File: src/rtl/mastermind_scorer_if.sv
// Handshake/result bundle between the digit-entry controller and the scorer.
interface mastermind_scorer_if #(
    parameter int unsigned NUM_DIGITS = 4,
    parameter int unsigned DIGIT_W    = 2,
    parameter int unsigned MAX_TRIES  = 8
);
    localparam int unsigned CNT_W  = $clog2(NUM_DIGITS + 1);
    localparam int unsigned TRY_W  = $clog2(MAX_TRIES + 1);
    localparam int unsigned CODE_W = NUM_DIGITS * DIGIT_W;

    logic              new_game;
    logic              submit;
    logic [CODE_W-1:0] guess;
    logic [CODE_W-1:0] secret;
    logic              busy;
    logic              done;
    logic [CNT_W-1:0]  count_correct;
    logic [CNT_W-1:0]  count_misplaced;
    logic [TRY_W-1:0]  tries_used;
    logic              win;
    logic              game_over;

    // Game controller side
    modport master (
        output new_game, submit, guess, secret,
        input  busy, done, count_correct, count_misplaced, tries_used, win, game_over
    );

    // Scorer side
    modport slave (
        input  new_game, submit, guess, secret,
        output busy, done, count_correct, count_misplaced, tries_used, win, game_over
    );
endinterface

File: src/rtl/mastermind_scorer.sv
// Mastermind scorer: exact matches from a latched match mask, misplaced digits
// accumulated one symbol per cycle as sum over symbols of min(guess, secret)
// occurrences among the non-exact positions.
module mastermind_scorer #(
    parameter int unsigned NUM_DIGITS = 4,
    parameter int unsigned DIGIT_W    = 2,
    parameter int unsigned MAX_TRIES  = 8
) (
    input  logic                 CLOCK_50,
    input  logic                 reset,
    mastermind_scorer_if.slave   io_bus
);
    localparam int unsigned CNT_W    = $clog2(NUM_DIGITS + 1);
    localparam int unsigned TRY_W    = $clog2(MAX_TRIES + 1);
    localparam int unsigned CODE_W   = NUM_DIGITS * DIGIT_W;
    localparam int unsigned NUM_SYMS = 2 ** DIGIT_W;

    typedef enum logic [1:0] {StIdle, StScan, StDone} state_t;

    state_t r_state, w_state_next;

    logic [CODE_W-1:0]     r_guess, r_secret;
    logic [NUM_DIGITS-1:0] r_mask;
    logic [CNT_W-1:0]      r_acc;
    logic [DIGIT_W-1:0]    r_sym;
    logic                  r_done;
    logic [CNT_W-1:0]      r_count_correct, r_count_misplaced;
    logic [TRY_W-1:0]      r_tries;
    logic                  r_win, r_game_over;

    logic                  w_clear, w_load, w_step, w_finish;
    logic [NUM_DIGITS-1:0] w_mask_in;
    logic [CNT_W-1:0]      w_gc, w_sc, w_min, w_exact;
    logic [TRY_W-1:0]      w_tries_inc;
    logic                  w_win;

    // Next-state and control strobes; new_game aborts any scoring in flight
    always_comb begin
        w_state_next = r_state;
        w_clear      = 1'b0;
        w_load       = 1'b0;
        w_step       = 1'b0;
        w_finish     = 1'b0;
        unique case (r_state)
            StIdle: begin
                if (io_bus.new_game) begin
                    w_clear = 1'b1;
                end else if (io_bus.submit && !r_game_over) begin
                    w_load       = 1'b1;
                    w_state_next = StScan;
                end
            end
            StScan: begin
                if (io_bus.new_game) begin
                    w_clear      = 1'b1;
                    w_state_next = StIdle;
                end else begin
                    w_step = 1'b1;
                    if (r_sym == DIGIT_W'(NUM_SYMS - 1)) begin
                        w_state_next = StDone;
                    end
                end
            end
            StDone: begin
                w_state_next = StIdle;
                if (io_bus.new_game) begin
                    w_clear = 1'b1;
                end else begin
                    w_finish = 1'b1;
                end
            end
            default: w_state_next = StIdle;
        endcase
    end

    // Per-symbol occurrence counts over non-exact positions, match mask and popcount
    always_comb begin
        w_gc      = '0;
        w_sc      = '0;
        w_exact   = '0;
        w_mask_in = '0;
        for (int unsigned i = 0; i < NUM_DIGITS; i++) begin
            w_mask_in[i] = (io_bus.guess[i*DIGIT_W +: DIGIT_W] ==
                            io_bus.secret[i*DIGIT_W +: DIGIT_W]);
            if (r_mask[i]) begin
                w_exact = w_exact + CNT_W'(1);
            end else begin
                if (r_guess[i*DIGIT_W +: DIGIT_W] == r_sym) w_gc = w_gc + CNT_W'(1);
                if (r_secret[i*DIGIT_W +: DIGIT_W] == r_sym) w_sc = w_sc + CNT_W'(1);
            end
        end
        w_min       = (w_gc < w_sc) ? w_gc : w_sc;
        w_tries_inc = r_tries + TRY_W'(1);
        w_win       = (w_exact == CNT_W'(NUM_DIGITS));
    end

    // State register
    always_ff @(posedge CLOCK_50) begin
        if (reset) r_state <= StIdle;
        else       r_state <= w_state_next;
    end

    // Datapath: operand latch, accumulation and result/game-state registers
    always_ff @(posedge CLOCK_50) begin
        if (reset) begin
            r_guess           <= '0;
            r_secret          <= '0;
            r_mask            <= '0;
            r_acc             <= '0;
            r_sym             <= '0;
            r_done            <= 1'b0;
            r_count_correct   <= '0;
            r_count_misplaced <= '0;
            r_tries           <= '0;
            r_win             <= 1'b0;
            r_game_over       <= 1'b0;
        end else begin
            r_done <= 1'b0;
            if (w_clear) begin
                r_count_correct   <= '0;
                r_count_misplaced <= '0;
                r_tries           <= '0;
                r_win             <= 1'b0;
                r_game_over       <= 1'b0;
            end
            if (w_load) begin
                r_guess  <= io_bus.guess;
                r_secret <= io_bus.secret;
                r_mask   <= w_mask_in;
                r_acc    <= '0;
                r_sym    <= '0;
            end
            if (w_step) begin
                r_acc <= r_acc + w_min;
                r_sym <= r_sym + DIGIT_W'(1);
            end
            if (w_finish) begin
                r_done            <= 1'b1;
                r_count_correct   <= w_exact;
                r_count_misplaced <= r_acc;
                if (r_tries != TRY_W'(MAX_TRIES)) r_tries <= w_tries_inc;
                r_win       <= w_win;
                r_game_over <= w_win | (w_tries_inc == TRY_W'(MAX_TRIES));
            end
        end
    end

    assign io_bus.busy            = (r_state != StIdle);
    assign io_bus.done            = r_done;
    assign io_bus.count_correct   = r_count_correct;
    assign io_bus.count_misplaced = r_count_misplaced;
    assign io_bus.tries_used      = r_tries;
    assign io_bus.win             = r_win;
    assign io_bus.game_over       = r_game_over;
endmodule

File: src/flat_wrapper.sv
// flat-port wrapper written by rule: the top's interface ports become plain ports
module mastermind_scorer_flat 
#(
    parameter int unsigned NUM_DIGITS = 4,
    parameter int unsigned DIGIT_W    = 2,
    parameter int unsigned MAX_TRIES  = 8
)
  (CLOCK_50, reset, io_bus_new_game, io_bus_submit, io_bus_guess, io_bus_secret, io_bus_busy, io_bus_done, io_bus_count_correct, io_bus_count_misplaced, io_bus_tries_used, io_bus_win, io_bus_game_over);
  mastermind_scorer_if #(.NUM_DIGITS(NUM_DIGITS), .DIGIT_W(DIGIT_W), .MAX_TRIES(MAX_TRIES)) io_bus_i ();
  input  logic CLOCK_50;
  input  logic reset;
  input wire logic [$bits(io_bus_i.new_game)-1:0] io_bus_new_game;
  input wire logic [$bits(io_bus_i.submit)-1:0] io_bus_submit;
  input wire logic [$bits(io_bus_i.guess)-1:0] io_bus_guess;
  input wire logic [$bits(io_bus_i.secret)-1:0] io_bus_secret;
  output wire logic [$bits(io_bus_i.busy)-1:0] io_bus_busy;
  output wire logic [$bits(io_bus_i.done)-1:0] io_bus_done;
  output wire logic [$bits(io_bus_i.count_correct)-1:0] io_bus_count_correct;
  output wire logic [$bits(io_bus_i.count_misplaced)-1:0] io_bus_count_misplaced;
  output wire logic [$bits(io_bus_i.tries_used)-1:0] io_bus_tries_used;
  output wire logic [$bits(io_bus_i.win)-1:0] io_bus_win;
  output wire logic [$bits(io_bus_i.game_over)-1:0] io_bus_game_over;
  assign io_bus_i.new_game = io_bus_new_game;
  assign io_bus_i.submit = io_bus_submit;
  assign io_bus_i.guess = io_bus_guess;
  assign io_bus_i.secret = io_bus_secret;
  assign io_bus_busy = io_bus_i.busy;
  assign io_bus_done = io_bus_i.done;
  assign io_bus_count_correct = io_bus_i.count_correct;
  assign io_bus_count_misplaced = io_bus_i.count_misplaced;
  assign io_bus_tries_used = io_bus_i.tries_used;
  assign io_bus_win = io_bus_i.win;
  assign io_bus_game_over = io_bus_i.game_over;
  mastermind_scorer #(.NUM_DIGITS(NUM_DIGITS), .DIGIT_W(DIGIT_W), .MAX_TRIES(MAX_TRIES)) u_core (.CLOCK_50(CLOCK_50), .reset(reset), .io_bus(io_bus_i));
endmodule
File: config.mk
export PLATFORM = sky130hd
export DESIGN_NAME = mastermind_scorer_flat
export DESIGN_NICKNAME = d
export VERILOG_FILES = /design/src/rtl/mastermind_scorer_if.sv /design/src/rtl/mastermind_scorer.sv /design/src/flat_wrapper.sv
export SDC_FILE = /design/constraint.sdc
export NUM_CORES = 1
export LEC_CHECK = 0
export BUFFER_PORTS_ARGS = -buffer_cell sky130_fd_sc_hd__clkbuf_2
export CAP_MARGIN = 25
export CORE_ASPECT_RATIO = 0.6
export CORE_MARGIN = 4
export CORE_UTILIZATION = 45
export DETAILED_ROUTE_END_ITERATION = 7
export GPL_TIMING_DRIVEN = 0
export PLACE_DENSITY = 0.65
export SYNTH_ARGS = -nofsm -noshare
export SYNTH_HDL_FRONTEND = slang
export SYNTH_SLANG_ARGS = --single-unit
File: constraint.sdc
create_clock -name CLOCK_50 -period 9.4 [get_ports CLOCK_50]
set_clock_uncertainty 0.1 [all_clocks]
set_input_delay 0.47 -clock CLOCK_50 [delete_from_list [all_inputs] [get_ports CLOCK_50]]
set_output_delay 0.47 -clock CLOCK_50 [all_outputs]
set_load 0.02 [all_outputs]
==> results of run 1 <==
per-stage QoR:
step | total power [mW] | instances | util
4_1_cts | 0.529 | 387 | 0.540
2_1_floorplan | 0.337 | 281 | -
3_3_place_gp | 0.369 | 379 | 0.515
6_report | 0.527 | 387 | 0.540
3_5_place_dp | 0.374 | 379 | 0.515
5_1_grt | 0.567 | 387 | 0.540
placed cells by master, fill, tap and decap left out, drive strengths merged, types with 3 or more instances in the layout:
master  instances
nand2          54
clkbuf         49
dfxtp          40
a21oi          29
xor2           17
ha             16
xnor2          16
nor2           15
nand3          12
inv             9
o21ai           6
a22o            6
nor3            6
and2            4
nor2b           3
nor4            3
a31oi           3
or4b            3
and3            3
path summary, 6_finish.rpt:
check                          from                end  slack (ns)  cells past startpoint
setup / recovery    u_core.r_sym[1]    u_core.r_acc[2]        4.54                     19
hold / removal      io_bus_guess[7]  u_core.r_guess[7]        0.32                      3
setup reg to reg    u_core.r_sym[1]    u_core.r_acc[2]        4.54                     19
hold reg to reg   u_core.io_bus.win  u_core.io_bus.win        0.35                      2
per-layer routing:
layer / track usage / share of wire / vias to the layer above
li1: - / - / 1043
met1: 0.298 / 0.56 / 936
met2: 0.239 / 0.40 / 28
met3: 0.0403 / 0.035 / 0
met4: 0.0464 / 0 / 0
met5: 0 / 0 / -
registers in the layout, summed over array words and instances, names as in the netlist, 2 cells and up:
register,flops
u_core.r_guess,8
u_core.io_bus.count_misplaced,3
u_core.io_bus.tries_used,4
u_core.r_state,2
u_core.r_secret,8
u_core.r_sym,2
u_core.r_mask,4
u_core.r_acc,3
u_core.io_bus.count_correct,3
report_power, final:
| part | switching [mW] | leakage [nW] | total, mW | internal, mW |
|---|---|---|---|---|
| clock | 0.0597 | 0.0645 | 0.153 | 0.0937 |
| combinational | 0.105 | 0.842 | 0.194 | 0.0888 |
| sequential | 0.00476 | 0.324 | 0.180 | 0.175 |
| total | 0.169 | 1.23 | 0.527 | 0.357 |
tightest hold or removal path, stage by stage:
cell and delay, ns:
clkbuf_2 0.09, nand2_1 0.05, a21oi_1 0.05
cell type report:
class / instances / area, µm²
fillers: 506 / 2320
multi-input cells: 220 / 1470
flip-flops and latches: 40 / 801
repair buffers: 32 / 160
clock buffers: 7 / 96.3
well taps: 66 / 82.6
plain buffers: 12 / 60.1
inverters: 9 / 33.8
clock inverters: 1 / 30.0
cell families after synthesis:
family | Yosys count | synth area share
DFF | 40 | 0.339
and+or+nand+nor | 112 | 0.230
AOI/OAI and AO/OA | 54 | 0.144
xor gates and xnor gates | 35 | 0.145
adders and majority gates | 17 | 0.0933
buffers and inverters | 21 | 0.0397
muxes | 2 | 0.00954
==> qor.csv, run 1 <==
stage,metric,value,unit
logic_synthesis,YS warnings,0,
drt,Iter 0 DRT Violations,116,
logic_synthesis,"EDFF count, synth",0,
hold_path,HP Class,primary input to register,
sta,final hold violation count,0,
floorplan,DIE WIDTH,102,µm
global_routing,initial antenna violation count,0,
floorplan,core area,5050,µm²
logic_synthesis,mapped cell area,2360,µm²
clocking,clk root buf,clkbuf_8,
place,DP HPWL,4.27,mm
logic_synthesis,"Distinct cells, synth",42,
clocking,post-CTS setup repair buffer count,0,
clocking,H-tree levels,2,
sta,Max Slew Vio Count,0,
status,status,"finished, final reports clean",
clocking,CTS tree,built,
floorplan,die height,64.1,µm
sta,fin crit period,4.86,ns
global_routing,GRT Util Overall,0.184,
drt,DRT Wirelength,5.37,mm
logic_synthesis,Synth area leader,dfxtp_1,
global_routing,grt ovf,0,
clocking,cts bufs inserted,5,
sta,highest clock rate,0.206,GHz
drt,post-route antenna net violation count,0,
worst_setup_path,CP Launch Type,register,
job,max_cap viols,0,
worst_setup_path,Slowest cell on crit path,or4b_4,
worst_setup_path,Critical Path Fanout Max,9,
clocking,clock buffer depth,2,
sta,Worst Tran Pin Value,0.650,ns
place,number of I/O port buffers,32,
logic_synthesis,ranking of synthesized cells by area,"dfxtp_1 34%, nand2_1 8.6%, ha_1 8.5%",
logic_synthesis,syn nets,318,
sta,Hold Slack,0.318,ns
logic_synthesis,post-synthesis cell count,281,
global_routing,vias in the first global route,1899,
sta,worst setup margin,4.54,ns
global_routing,first-pass GRT wire length,9.38,mm
power_and_ir_drop,Pwr Density,193,nW/µm²
worst_setup_path,CP Capture Type,register,
logic_synthesis,Synth top cells by count,"54 x nand2_1, 40 x dfxtp_1, 29 x a21oi_1",
clocking,cts repair resizes,0,
logic_synthesis,ys flop type,dfxtp_1,
logic_synthesis,Synth top area share,0.339,
clocking,clk_lat worst skew,0.28,ns
final_layout,Area Growth Syn to Fin,15.6,%
logic_synthesis,Seq cells post-synth,40,
sta,final setup vio count,0,
drt,DRC viols,0,
final_layout,layout cells sized above 1,0.171,
worst_setup_path,Worst EP required,9.50,ns
drt,drt wl/cell,13.9,µm
logic_synthesis,"Seq/Total Area, Yosys",0.339,
drt,Vias,2007,
worst_setup_path,worst-path cell chain,buf_6 -> xnor2_1 -> and3_1 -> ha_1 -> a32o_1 -> ha_1 -> or4b_4 -> nand2_1 -> ha_1 -> nor4_1 -> a31oi_1 -> ha_1 -> a21o_1 -> a22oi_1 -> o211ai_2 -> fa_1 -> xnor2_1 -> nand2_1 -> a311oi_1,
sta,Max-slew headroom,0.565,
floorplan,Rows,20,
worst_setup_path,critical path arrival,4.96,ns
drt,via/cell ratio,5.19,
logic_synthesis,ys async rst share,0,
place,dpl ws,4.63,ns
worst_setup_path,most frequent cell on the critical path,ha_1,
global_routing,largest net degree at the start of global routing,13,
logic_synthesis,Synth Area per Inst,8.40,µm²
final_layout,Finished Cell Area,2730,µm²
worst_setup_path,CP bufs+invs,1,
logic_synthesis,"count leader, synth",nand2_1,
power_and_ir_drop,Leak,1.23,nW
sta,RSZ-0062 raised after global routing,false,
clocking,clock sinks,40,
final_layout,Final nets,357,
floorplan,Ports,34,
clocking,Hold Buf Count CTS,0,
place,DP Area,2600,µm²
worst_setup_path,Max stage delay on crit path,0.46,ns
place,RD Place Congestion,0.813,
power_and_ir_drop,VDD IR max,88.0,µV
worst_setup_path,CP Class,register to register,
floorplan,die area,6510,µm²
sta,period utilization,0.517,
floorplan,Initial Util,0.467,
final_layout,diode count,0,
clocking,Worst-path clk slew,0.08,ns
worst_setup_path,cell family with most CP delay,adder cells,
sta,post-route setup TNS,0,ns
drt,Detailed Routing Iterations Pass 1,4,
Note: power is estimated with default switching activity, not from simulation.
==> run 2, diff against run 1 <==
Clock period 9.4 ns to 4.55 ns, I/O delays scaled along.
==> run 2 against run 1 <==
Compared with the run above:
- the run now ends with setup timing left
- register-to-register slack got worse by 4.6 ns
- critical path depth increased by 4
- sequential share of layout area shrank 3.0 points
==> qor.csv, run 2 (synthesis gave the netlist of run 1 again) <==
stage,metric,value,unit,change
status,status,"complete, but fails checks",,
status,violated checks,setup timing,,
drt,Detailed Routing Iterations Pass 1,4,,unchanged
sta,RSZ-0062 raised after global routing,true,,
hold_path,hold depth,3,,unchanged
hold_path,HP Start,io_bus_guess[7],,
worst_setup_path,critical path arrival,4.72,ns,-0.24 ns
final_layout,"commonest non-fill, non-tap cell in the layout",nand2_1,,
power_and_ir_drop,Leak,1.33,nW,+7.9%
place,DP HPWL,4.27,mm,unchanged
place,DP Area,2600,µm²,unchanged
final_layout,diode count,0,,unchanged
sta,Max Slew Vio Count,0,,unchanged
final_layout,Final nets,368,,+3.1%
final_layout,"Cell Count, Final, Fillers Out",398,,+2.8%
drt,drt wl/cell,15.1,µm,+9.2%
global_routing,first-pass GRT wire length,9.45,mm,+0.74%
clocking,Hold Buf Count CTS,0,,unchanged
sta,worst setup margin,-0.0601,ns,-4.60 ns
sta,period utilization,1.01,,+0.496
drt,post-route antenna net violation count,0,,unchanged
worst_setup_path,R2R depth,23,,+4
floorplan,core area,5050,µm²,unchanged
power_and_ir_drop,VDD IR max,201,µV,+130%
drt,DRC viols,0,,unchanged
floorplan,die height,64.1,µm,unchanged
power_and_ir_drop,Pwr Density,437,nW/µm²,+130%
final_layout,layout cells sized above 1,0.292,,+0.121
drt,via/cell ratio,5.33,,+2.9%
clocking,CTS tree,built,,
clocking,H-tree levels,2,,unchanged
clocking,clock buffer depth,2,,unchanged
final_layout,most frequent cells in the layout,"51 x nand2_1, 37 x dfxtp_1, 32 x clkbuf_2, 28 x a21oi_1, 16 x xor2_1",,
worst_setup_path,Worst EP required,4.66,ns,-4.84 ns
sta,Worst Tran Pin Value,0.728,ns,+0.0779 ns
worst_setup_path,CP Capture Type,register,,
global_routing,grt ovf,0,,unchanged
place,Placed Instances,379,,unchanged
worst_setup_path,reg2reg setup slack,-0.06,ns,-4.60 ns
worst_setup_path,CP Launch Type,register,,
floorplan,Ports,34,,unchanged
final_layout,Fillers,457,,-9.7%
clocking,Worst-path clk slew,0.08,ns,about the same
clocking,clock sinks,40,,unchanged
drt,DRT Wirelength,6.03,mm,+12%
sta,final setup vio count,1,,+1
drt,Vias,2123,,+5.8%
worst_setup_path,CP Class,register to register,,
global_routing,initial antenna violation count,0,,unchanged
sta,Max-slew headroom,0.510,,-0.0545
sta,fin crit period,4.61,ns,-0.250 ns
worst_setup_path,RR Endpoint,u_core.r_acc[2],,
sta,highest clock rate,0.217,GHz,+5.4%
clocking,clk root buf,clkbuf_8,,
final_layout,Area Growth Syn to Fin,29.8,%,
sta,post-route setup TNS,-0.0601,ns,-0.0601 ns
clocking,clk_lat worst skew,0.29,ns,about the same
final_layout,biggest regs,"u_core.r_guess x8, u_core.r_secret x8",,
floorplan,Initial Util,0.467,,unchanged
global_routing,largest net degree at the start of global routing,13,,unchanged
hold_path,hold path endpoint,u_core.r_guess[7],,
worst_setup_path,Critical Path Fanout Max,7,,-2
job,max_cap viols,0,,unchanged
final_layout,Post-Route Utilization,0.606,,+0.0661
worst_setup_path,Reg-to-Reg Start,u_core.r_sym[1],,
floorplan,Rows,20,,unchanged
hold_path,HP Class,primary input to register,,
clocking,cts bufs inserted,5,,unchanged
global_routing,vias in the first global route,1920,,+1.1%
floorplan,die area,6510,µm²,unchanged
final_layout,Finished Cell Area,3060,µm²,+12%
place,number of I/O port buffers,32,,unchanged
drt,Iter 0 DRT Violations,119,,+2.6%
floorplan,DIE WIDTH,102,µm,unchanged
place,RD Place Congestion,0.813,,unchanged
sta,final hold violation count,0,,unchanged
global_routing,GRT Util Overall,0.186,,+0.00215
-- run 2: cell count changes in the layout (fill, tap and decap cells not counted), moves of 3 or more --
cell	change
ha_4	+5
nand2_1	-3
xnor2_4	+3
buf_4	+12
dfxtp_1	-3
ha_1	-6
xnor2_1	-5
-- run 2: layer usage --
metal | GRT usage | up-vias | part of all wire | wire (µm)
met5 | 0 | - | 0 | 0
met4 | 0.0464 | 0 | 0.010 | 62
met3 | 0.0403 | 6 | 0.046 | 275
met2 | 0.245 | 43 | 0.43 | 2570
met1 | 0.299 | 1009 | 0.52 | 3120
li1 | - | 1065 | - | -
-- run 2: through the flow --
stage / hold slack (ns) / setup slack (ns) / power [mW]
after CTS: 0.0677 / 0.00299 / 1.12
after global routing: 0.0656 / -0.288 / 1.42
after floorplan: 0.252 / 0.145 / 0.696
after detailed placement: 0.343 / -0.215 / 0.773
after global placement: 0.331 / -0.150 / 0.763
final: 0.0665 / -0.0601 / 1.34
-- run 2: worst max path at each step --
stage,from,endpoint,slack (ns)
after floorplan,u_core.r_sym[0],u_core.r_acc[2],0.15
after global placement,u_core.r_sym[0],u_core.r_acc[2],-0.15
after detailed placement,u_core.r_sym[1],u_core.r_acc[2],-0.22
after CTS,u_core.r_sym[1],u_core.r_acc[2],0.003
after global routing,u_core.r_sym[1],u_core.r_acc[2],-0.29
final,u_core.r_sym[1],u_core.r_acc[2],-0.06
-- run 2: cell type report --
type                       count  area (µm²)  area share
timing repair buffer          44         250      0.0817
clock inverter                 1        30.0     0.00980
clock buffer                   7        96.3      0.0314
multi-input combinational    220        1710       0.557
sequential                    40         807       0.263
buffer                        11        57.6      0.0188
inverter                       9        33.8      0.0110
tap                           66        82.6      0.0269
-- run 2: worst max-delay path, cell delays in order, from the launching register on --
cell,delay (ns)
dfxtp_2,0.34
buf_12,0.15
xnor2_4,0.14
and3_4,0.21
ha_4,0.20
a32oi_2,0.17
inv_1,0.06
ha_1,0.26
or4b_4,0.49
nand2_4,0.09
ha_4,0.21
nor4_4,0.23
a31oi_2,0.10
inv_2,0.12
ha_4,0.14
a21o_1,0.17
a21oi_2,0.06
nor2_1,0.11
a21oi_1,0.05
ha_2,0.20
fa_2,0.37
xnor2_2,0.19
nand2_1,0.09
a311oi_2,0.25
-- run 2: repair_timing --
item,CTS,global route
resized for setup,9,35
setup buffers,3,9
pin swaps,8,17
endpoints found under the setup margin,2,2
gates cloned,0,0
-- run 2: power breakdown --
| part | internal [mW] | switching, mW | total (mW) |
|---|---|---|---|
| combinational | 0.326 | 0.320 | 0.646 |
| sequential | 0.361 | 0.0124 | 0.373 |
| clock | 0.194 | 0.126 | 0.320 |
==> run 3, diff against run 2 <==
Settings changed: CTS_BUF_LIST from default to sky130_fd_sc_hd__clkbuf_4 sky130_fd_sc_hd__clkbuf_8, SETUP_SLACK_MARGIN from default to 0.05.
==> run 3 against run 2 <==
Compared with the run above:
- the flow now finishes without violations
- maximum frequency increased by 1.7%
- die area unchanged
- global-route usage increased by 1.0 points
- routed wire length decreased by 2.1%
- power decreased by 3.0%
- first-iteration DRC count decreased by 9.2%
- setup slack improved by 0.075 ns
- hold slack improved by 0.0044 ns
- sequential power about the same
- clock power about the same
==> qor.csv, run 3 (synthesis gave the netlist of run 1 again) <==
stage,metric,value,unit,change
status,status,"finished, final reports clean",,
worst_setup_path,CP Class,register to register,,
place,RD Place Congestion,0.813,,unchanged
worst_setup_path,Slowest cell on crit path,or4b_4,,
clocking,clk root buf,clkbuf_8,,
place,DP Area,2600,µm²,unchanged
clocking,H-tree levels,2,,unchanged
final_layout,Area Growth Syn to Fin,30.6,%,
floorplan,Rows,20,,unchanged
worst_setup_path,cell family with most CP delay,adder cells,,
sta,period utilization,0.997,,-0.0165
sta,Worst Tran Pin Value,0.655,ns,-0.0729 ns
final_layout,most frequent cells in the layout,"51 x nand2_1, 38 x dfxtp_1, 32 x clkbuf_2, 28 x a21oi_1, 16 x xor2_1",,
worst_setup_path,most frequent cell on the critical path,nor2_1,,
global_routing,initial antenna violation count,0,,unchanged
worst_setup_path,CP Launch Type,register,,
hold_path,HP Class,primary input to register,,
power_and_ir_drop,Pint,0.868,mW,-1.4%
worst_setup_path,Max stage delay on crit path,0.48,ns,about the same
sta,final hold violation count,0,,unchanged
final_layout,diode count,0,,unchanged
power_and_ir_drop,NetSw,0.430,mW,-6.1%
worst_setup_path,critical path arrival,4.64,ns,-0.08 ns
place,Placed Instances,379,,unchanged
floorplan,Initial Util,0.467,,unchanged
global_routing,grt ovf,0,,unchanged
clocking,Worst-path clk slew,0.08,ns,about the same
worst_setup_path,Worst EP required,4.65,ns,about the same
place,dpl ws,-0.215,ns,unchanged
drt,post-route antenna net violation count,0,,unchanged
worst_setup_path,CP bufs+invs,3,,unchanged
power_and_ir_drop,part of the power in registers,0.287,,+0.008
drt,DRT Wirelength,5.90,mm,-2.1%
clocking,clock buffer depth,2,,unchanged
final_layout,"Cell Count, Final, Fillers Out",402,,+1.0%
drt,Iter 0 DRT Violations,108,,-9.2%
final_layout,"commonest non-fill, non-tap cell in the layout",nand2_1,,
drt,Detailed Routing Iterations Pass 1,4,,unchanged
sta,worst setup margin,0.0150,ns,+0.0751 ns
sta,fin crit period,4.54,ns,-0.0751 ns
floorplan,core area,5050,µm²,unchanged
final_layout,layout cells sized above 1,0.292,,-0.000502
power_and_ir_drop,VDD IR max,202,µV,+0.10%
worst_setup_path,Critical Path Fanout Max,6,,-1
sta,RSZ-0062 raised after global routing,true,,
floorplan,die area,6510,µm²,unchanged
sta,post-route setup TNS,0,ns,+0.0601 ns
worst_setup_path,worst-path cell chain,buf_8 -> xnor2_4 -> and3_4 -> ha_4 -> a32oi_2 -> inv_1 -> ha_1 -> or4b_4 -> nand2_4 -> ha_4 -> nor4_4 -> a31oi_1 -> inv_1 -> ha_2 -> a21o_1 -> a21oi_2 -> nor2_1 -> a21oi_1 -> ha_2 -> fa_2 -> xnor2_2 -> nor2_1 -> nor2_1 -> a311oi_1,,
global_routing,first-pass GRT wire length,9.98,mm,+5.6%
sta,Max-slew headroom,0.561,,+0.0511
final_layout,Final nets,372,,+1.1%
drt,Vias,2110,,-0.61%
drt,via/cell ratio,5.25,,-1.6%
clocking,Hold Buf Count CTS,0,,unchanged
sta,Max Slew Vio Count,0,,unchanged
power_and_ir_drop,Sw Ratio,0.331,,-0.0110
clocking,clk_lat worst skew,0.29,ns,about the same
floorplan,Ports,34,,unchanged
final_layout,Fillers,451,,-1.3%
power_and_ir_drop,Clk network pwr share,0.245,,+0.006
worst_setup_path,CP Capture Type,register,,
power_and_ir_drop,Leak,1.35,nW,+1.8%
floorplan,die height,64.1,µm,unchanged
power_and_ir_drop,Pwr Density,421,nW/µm²,-3.6%
global_routing,GRT Util Overall,0.197,,+0.0103
final_layout,Finished Cell Area,3080,µm²,+0.61%
power_and_ir_drop,Logic pwr share,0.468,,-0.015
drt,DRC viols,0,,unchanged
clocking,clock sinks,40,,unchanged
global_routing,largest net degree at the start of global routing,13,,unchanged
sta,Hold Slack,0.0709,ns,+0.00439 ns
job,max_cap viols,0,,unchanged
clocking,CTS tree,built,,
drt,drt wl/cell,14.7,µm,-3.1%
place,number of I/O port buffers,32,,unchanged
final_layout,biggest regs,"u_core.r_guess x8, u_core.r_secret x8",,
place,DP HPWL,4.27,mm,unchanged
floorplan,DIE WIDTH,102,µm,unchanged
clocking,cts bufs inserted,5,,unchanged
global_routing,vias in the first global route,2008,,+4.6%
sta,highest clock rate,0.221,GHz,+1.7%
sta,final setup vio count,0,,-1
run 3: per-layer routing:
metal,global-route usage,share of wire
met1,0.305,0.52
met2,0.273,0.44
met3,0.0403,0.040
met4,0.0498,0.0015
met5,0,0
run 3: final cells by class:
class                   instances  area (µm²)  area share
plain buffers                  12        67.6      0.0219
flip-flops and latches         40         803       0.261
repair buffers                 47         273      0.0885
clock inverters                 1        30.0     0.00974
inverters                       9        33.8      0.0110
clock buffers                   7        96.3      0.0312
well taps                      66        82.6      0.0268
multi-input cells             220        1700       0.550
run 3: tightest hold or removal path: stages:
cell,delay (ns)
clkbuf_2,0.09
nand2_1,0.05
a21oi_1,0.05
run 3: repair_timing:
item	4_1_cts	5_1_grt
setup endpoints to repair	2	2
pin swaps	17	24
buffers inserted	10	5
resized for setup	25	16
run 3: path summary, 6_finish.rpt:
path / from / to / slack (ns) / depth (start not counted)
max: u_core.r_sym[0] / u_core.r_acc[2] / 0.01 / 24
min: io_bus_guess[7] / u_core.r_guess[7] / 0.07 / 3
min reg2reg: u_core.io_bus.win / u_core.io_bus.win / 0.35 / 2
max reg2reg: u_core.r_sym[0] / u_core.r_acc[2] / 0.01 / 24
run 3: power groups by stage:
stage,Clock (mW),Combinational [mW],Sequential (mW)
floorplan,0,0.320,0.377
global placement,0,0.384,0.379
detailed placement,0,0.394,0.379
CTS,0.324,0.501,0.372
global route,0.342,0.681,0.374
finish,0.318,0.608,0.373
run 3: per-stage QoR:
| stage | util | power, mW |
|---|---|---|
| floorplan | - | 0.696 |
| global placement | 0.515 | 0.763 |
| detailed placement | 0.515 | 0.773 |
| CTS | 0.582 | 1.20 |
| global route | 0.610 | 1.40 |
| finish | 0.610 | 1.30 |
